--- config.mk ---
export PLATFORM = sky130hd
export DESIGN_NAME = regfile_2w2r_param
export DESIGN_NICKNAME = d
export VERILOG_FILES = /design/src/rtl/regfile_2w2r_param.sv
export SDC_FILE = /design/constraint.sdc
export NUM_CORES = 2
export LEC_CHECK = 0
export CAP_MARGIN = 10
export CORE_MARGIN = 10
export CORE_UTILIZATION = 35
export CTS_BUF_LIST = sky130_fd_sc_hd__clkbuf_8
export CTS_CLUSTER_SIZE = 20
export DETAILED_ROUTE_END_ITERATION = 10
export GPL_TIMING_DRIVEN = 0
export PLACE_DENSITY = 0.6
export SETUP_SLACK_MARGIN = 0.05
export SLEW_MARGIN = 40
export SYNTH_ARGS = -nofsm -noshare
export SYNTH_HDL_FRONTEND = slang
export SYNTH_SLANG_ARGS = --single-unit
export TNS_END_PERCENT = 100
--- constraint.sdc ---
create_clock -name clock -period 4.45 [get_ports clock]
set_input_delay 0.6675 -clock clock [delete_from_list [all_inputs] [get_ports clock]]
set_output_delay 0.6675 -clock clock [all_outputs]
set_load 0.05 [all_outputs]
--- src/rtl/regfile_2w2r_param.sv ---
// Register file with two write ports, two registered read ports and zeroing after reset.
// Optional write-to-read bypass when REGFILE_BYPASS_EN is defined.
module regfile_2w2r_param #(
    parameter int unsigned WIDTH    = 32,
    parameter int unsigned ADDR_W   = 5,
    parameter int unsigned ZERO_REG = 0
) (
    input  logic              clock,
    input  logic              clear,
    input  logic              write1,
    input  logic [ADDR_W-1:0] write_index1,
    input  logic [WIDTH-1:0]  write_data1,
    input  logic              write2,
    input  logic [ADDR_W-1:0] write_index2,
    input  logic [WIDTH-1:0]  write_data2,
    input  logic [ADDR_W-1:0] read_index1,
    input  logic [ADDR_W-1:0] read_index2,
    output logic [WIDTH-1:0]  read_value1,
    output logic [WIDTH-1:0]  read_value2,
    output logic              ready,
    output logic              collision
);

    localparam int unsigned DEPTH = 1 << ADDR_W;

    typedef enum logic {
        INIT,
        RUN
    } state_t;

    state_t            state;
    logic [ADDR_W-1:0] init_cnt;
    logic [WIDTH-1:0]  mem [DEPTH];
    logic [WIDTH-1:0]  rd1;
    logic [WIDTH-1:0]  rd2;
    logic              do_w1;
    logic              do_w2;
    logic              same_index;

    always_comb begin
        do_w1      = write1 && !(ZERO_REG != 0 && write_index1 == '0);
        do_w2      = write2 && !(ZERO_REG != 0 && write_index2 == '0);
        same_index = write1 && write2 && (write_index1 == write_index2);
    end

    // Port 1 is applied last in the bypass chain so it wins a dual-port match.
    always_comb begin
        rd1 = mem[read_index1];
        rd2 = mem[read_index2];
`ifdef REGFILE_BYPASS_EN
        if (write2 && write_index2 == read_index1) rd1 = write_data2;
        if (write1 && write_index1 == read_index1) rd1 = write_data1;
        if (write2 && write_index2 == read_index2) rd2 = write_data2;
        if (write1 && write_index1 == read_index2) rd2 = write_data1;
`endif
        if (ZERO_REG != 0 && read_index1 == '0) rd1 = '0;
        if (ZERO_REG != 0 && read_index2 == '0) rd2 = '0;
    end

    always_ff @(posedge clock) begin
        if (clear) begin
            state       <= INIT;
            init_cnt    <= '0;
            ready       <= 1'b0;
            collision   <= 1'b0;
            read_value1 <= '0;
            read_value2 <= '0;
        end else begin
            case (state)
                INIT: begin
                    mem[init_cnt] <= '0;
                    init_cnt      <= init_cnt + 1'b1;
                    ready         <= 1'b0;
                    collision     <= 1'b0;
                    read_value1   <= '0;
                    read_value2   <= '0;
                    if (init_cnt == '1) begin
                        state <= RUN;
                        ready <= 1'b1;
                    end
                end
                RUN: begin
                    // Port 2 first so a same-index port 1 write overrides it.
                    if (do_w2) mem[write_index2] <= write_data2;
                    if (do_w1) mem[write_index1] <= write_data1;
                    read_value1 <= rd1;
                    read_value2 <= rd2;
                    collision   <= same_index;
                    ready       <= 1'b1;
                end
                default: state <= INIT;
            endcase
        end
    end

endmodule

==> impl_metrics.prom <==
# TYPE chip_impl_metric gauge
chip_impl_metric{name="drt_iter0_markers",unit=""} 7571
chip_impl_metric{name="post_layout_nonfiller_instances",unit=""} 7343
chip_impl_metric{name="dp_hpwl",unit="mm"} 203
chip_impl_metric{name="timing.clock.skew",unit="ns"} 0.0572
chip_impl_metric{name="post_cts_resize_count",unit=""} 0
chip_impl_metric{name="ir_drop",unit="mV"} 0.359
chip_impl_metric{name="max_slew.worst_pin.slew",unit="ns"} 0.994
chip_impl_metric{name="ctsHoldBuffers",unit=""} 0
chip_impl_metric{name="worstPathArrival",unit="ns"} 4.90
chip_impl_metric{name="placement_rows",unit=""} 154
chip_impl_info{name="crit_chain",value="nand4bb_1 > buf_2 > nor3b_1 > buf_2 > buf_2 > o21bai_4 > buf_8 > buf_8"} 1
chip_impl_metric{name="grt_usage",unit=""} 0.270
chip_impl_metric{name="cp_num_buf_inv",unit=""} 5
chip_impl_metric{name="yosys_register_bits",unit=""} 1095
chip_impl_metric{name="critical_path.max_fanout",unit=""} 15
chip_impl_metric{name="share_of_post_route_cells_with_drive_strength_above_1",unit=""} 0.332
chip_impl_metric{name="die_area",unit="sq mm"} 0.194
chip_impl_metric{name="number_of_enable_flip_flop_cells_after_synthesis",unit=""} 1024
chip_impl_metric{name="clkLatencyLatePin",unit="ns"} 1.00
chip_impl_metric{name="grt_pass1_vias",unit=""} 45600
chip_impl_metric{name="final_hold_viol_count",unit=""} 0
chip_impl_metric{name="io-pin-count",unit=""} 154
chip_impl_info{name="ctsRootBufferMaster",value="clkbuf_8"} 1
chip_impl_metric{name="netlist_instances",unit=""} 4433
chip_impl_metric{name="switching_power",unit="mW"} 5.88
chip_impl_metric{name="fmaxAchievable",unit="GHz"} 0.236
chip_impl_metric{name="die-width",unit="microns"} 441
chip_impl_metric{name="power.switching_fraction",unit=""} 0.259
chip_impl_metric{name="globalRoute.totalOverflow",unit=""} 0
chip_impl_metric{name="synth_area_per_cell",unit="sq um"} 14.0
chip_impl_metric{name="antenna_violating_nets_post_route",unit=""} 0
chip_impl_info{name="startpoint_type",value="register"} 1
chip_impl_metric{name="numCtsBuffers",unit=""} 186
chip_impl_info{name="postSynth.topFlopCell",value="edfxtp_1"} 1
chip_impl_metric{name="grt_start_max_net_pins",unit=""} 19
chip_impl_metric{name="cts_buffer_depth",unit=""} 3
chip_impl_metric{name="netlist-cell-type-count",unit=""} 54
chip_impl_metric{name="power_frac_comb",unit=""} 0.084
chip_impl_info{name="rsz_0062_raised_after_global_routing",value="no"} 1
chip_impl_metric{name="yosys_warns",unit=""} 0
chip_impl_metric{name="timing.critical_path.slowest_cell_delay",unit="ns"} 0.77
chip_impl_metric{name="finalHoldWorstSlack",unit="ns"} 0.376
chip_impl_metric{name="sequentialPowerShare",unit=""} 0.494
chip_impl_info{name="timing.critical_path.max_delay_family",value="buffers and inverters"} 1
chip_impl_metric{name="timing.critical_path.required",unit="ns"} 5.11
chip_impl_metric{name="route.detailed.drc",unit=""} 0
chip_impl_metric{name="initial_core_util",unit=""} 0.352
chip_impl_metric{name="core_region_area",unit="sq mm"} 0.176
chip_impl_metric{name="area_growth",unit="%"} 15.7
chip_impl_metric{name="total_wire_length",unit="mm"} 272
chip_impl_metric{name="async_reset_ff_frac",unit=""} 0
chip_impl_metric{name="drv_cap",unit=""} 0
chip_impl_metric{name="post_synthesis_net_count",unit=""} 4523
chip_impl_metric{name="place.port_buffers",unit=""} 143
chip_impl_metric{name="routed_wl_per_cell",unit="microns"} 37.0
chip_impl_metric{name="synth_cell_area",unit="sq mm"} 0.0620
chip_impl_metric{name="clock_tree.htree_level_count",unit=""} 4
chip_impl_metric{name="place_congestion",unit=""} 0.982
chip_impl_info{name="worst_hold_path_type",value="input port to register"} 1
chip_impl_metric{name="p_total",unit="mW"} 22.6
chip_impl_metric{name="multi_input_comb_area",unit="sq mm"} 0.0272
chip_impl_metric{name="final.setup.tns",unit="ns"} 0
chip_impl_metric{name="dp_cells",unit=""} 6989
chip_impl_metric{name="synth-seq-area-share",unit=""} 0.519
chip_impl_metric{name="firstDrtPassIters",unit=""} 10
chip_impl_metric{name="tritoncts_num_sinks",unit=""} 1095
chip_impl_info{name="cell_with_the_biggest_individual_delay_on_the_critical_path",value="nor3b_1"} 1
chip_impl_info{name="endpoint_kind",value="register"} 1
chip_impl_metric{name="finalCoreUtilization",unit=""} 0.407
chip_impl_metric{name="die_h",unit="microns"} 441
chip_impl_metric{name="power_frac_clock",unit=""} 0.422
chip_impl_metric{name="grt_antenna_before_repair",unit=""} 20
chip_impl_metric{name="nFillCells",unit=""} 16400
chip_impl_metric{name="p_leak",unit="nW"} 26.9
chip_impl_metric{name="worst_slew_margin_rel",unit=""} 0.337
chip_impl_metric{name="powerDensity",unit="mW/mm^2"} 316
chip_impl_metric{name="sequential_cell_area",unit="sq mm"} 0.0322
chip_impl_metric{name="route.vias.total",unit=""} 47300
chip_impl_metric{name="p_int",unit="mW"} 16.8
chip_impl_metric{name="period_needed",unit="ns"} 4.24
chip_impl_metric{name="grt_first_pass_wirelength",unit="mm"} 365
chip_impl_metric{name="timing.final.max_slew_violations",unit=""} 0
chip_impl_metric{name="final_critical_path_share_of_the_clock_period",unit=""} 0.953
chip_impl_info{name="timing.critical_path.mode_cell",value="buf_2"} 1
chip_impl_metric{name="clk_pin_slew_worst_paths",unit="ns"} 0.06
chip_impl_info{name="run_status",value="complete, no violations"} 1
chip_impl_metric{name="final_nets",unit=""} 4929
chip_impl_metric{name="postCtsSetupBuffers",unit=""} 0
chip_impl_info{name="cts_tree",value="yes"} 1
chip_impl_metric{name="finalSetupViolCount",unit=""} 0
chip_impl_metric{name="viasPerCell",unit=""} 6.44
chip_impl_info{name="worst-setup-path-type",value="register to register"} 1
## path summary, 6_finish.rpt
check / from / to / slack [ns] / cells after the start
worst min-delay path: write1 / collision / 0.38 / 3
worst max register to register: ready / mem[16][5] / 0.21 / 8
worst min register to register: init_cnt[0] / init_cnt[0] / 0.53 / 2
worst max-delay path: ready / mem[16][5] / 0.21 / 8
## layer usage
layer  wire length [microns]  track usage  vias to the layer above
li1                        -            -                    18400
met1                   93300        0.324                    23900
met2                  120000        0.413                     3908
met3                   35300       0.0881                     1025
met4                   22900        0.183                       20
met5                     134            0                        -
## cell usage after synthesis (all sizes together), types with 3 or more instances
cell	instances	area share
edfxtp	1024	0.50
o21ai	576	0.047
nand2	566	0.035
mux2	516	0.094
mux4	448	0.16
buf	322	0.034
mux2i	262	0.042
clkbuf	212	0.013
dfxtp	71	0.023
a221o	64	0.010
a22oi	64	0.0078
a31oi	64	0.0065
a221oi	48	0.0068
nand3	42	0.0034
and3	34	0.0034
nor2	17	0.0014
o2111ai	16	0.0023
o21bai	16	0.0019
nor3	15	0.0012
dlygate4sd1	6	0.00085
nor2b	6	0.00061
nand3b	5	0.00061
nor3b	5	0.00069
xnor2	4	0.00057
a21oi	3	0.00024
inv	3	0.00018
xor2	3	0.00042
## sequential cells by signal (all words and copies together), names as in the netlist
signal and cells:
mem 1024, ready 1, collision 1, init_cnt 5, read_value1 32, read_value2 32
## worst reg2reg max path, cell delays in order (launching register included)
cell	delay [ns]
dfxtp_1	0.47
nand4bb_1	0.74
buf_2	0.50
nor3b_1	0.77
buf_2	0.41
buf_2	0.33
o21bai_4	0.23
buf_8	0.23
buf_8	0.22
## power by group through the flow
stage	logic, mW	clock network, mW	registers [mW]
2_1_floorplan	0.993	0	11.4
3_3_place_gp	1.77	0	11.4
3_5_place_dp	1.83	0	11.4
4_1_cts	1.83	9.55	11.2
5_1_grt	1.90	9.98	11.2
6_report	1.91	9.56	11.2
## cell usage in the layout, fill, tap and decap left out, drive strengths merged, types with 3 or more instances in the layout
| master | count |
|---|---|
| bufinv | 14 |
| nor3b | 5 |
| nand3 | 42 |
| nor3 | 15 |
| mux2i | 262 |
| o21ai | 576 |
| diode | 17 |
| a221oi | 48 |
| inv | 61 |
| edfxtp | 1024 |
| a21oi | 3 |
| nor2b | 6 |
| buf | 397 |
| a221o | 64 |
| o2111ai | 16 |
| nor2 | 17 |
| clkdlybuf4s50 | 143 |
| clkinv | 60 |
| and3 | 34 |
| nand2 | 566 |
| dlygate4sd1 | 4 |
| xnor2 | 4 |
| nand3b | 5 |
| xor2 | 3 |
| mux2 | 516 |
| o21bai | 16 |
| clkbuf | 415 |
| dfxtp | 71 |
| a22oi | 64 |
| a31oi | 64 |
| mux4 | 448 |
## cells by family (layout without fill, tap and decap cells)
| group | after synthesis | count (layout) | share of synthesized area |
|---|---|---|---|
| mux | 1226 | 1226 | 0.300 |
| flops | 1095 | 1095 | 0.519 |
| compound gates | 851 | 851 | 0.0823 |
| simple gates | 707 | 707 | 0.0483 |
| buf+inv | 545 | 1098 | 0.0488 |
| xor+xnor | 7 | 7 | 0.000989 |
| fa+ha+maj | 2 | 2 | 0.000404 |
| other cells | 0 | 17 | 0 |
## stage by stage
step	setup WS [ns]	instance area, sq um
global route	0.260	71700
global placement	-4.99	66300
finish	0.208	71700
CTS	0.731	71700
floorplan	0.0274	62000
detailed placement	-0.0303	67900
## area by class of cell
cell class,instances,area share
Antenna cell,17,0.000593
Buffer,542,0.0423
Clock buffer,201,0.0386
Clock inverter,134,0.0135
Inverter,3,0.000157
Multi-Input combinational cell,2793,0.379
Sequential cell,1095,0.448
Tap cell,2340,0.0408
Timing Repair Buffer,218,0.0368
(Power assumes the default switching activity.)
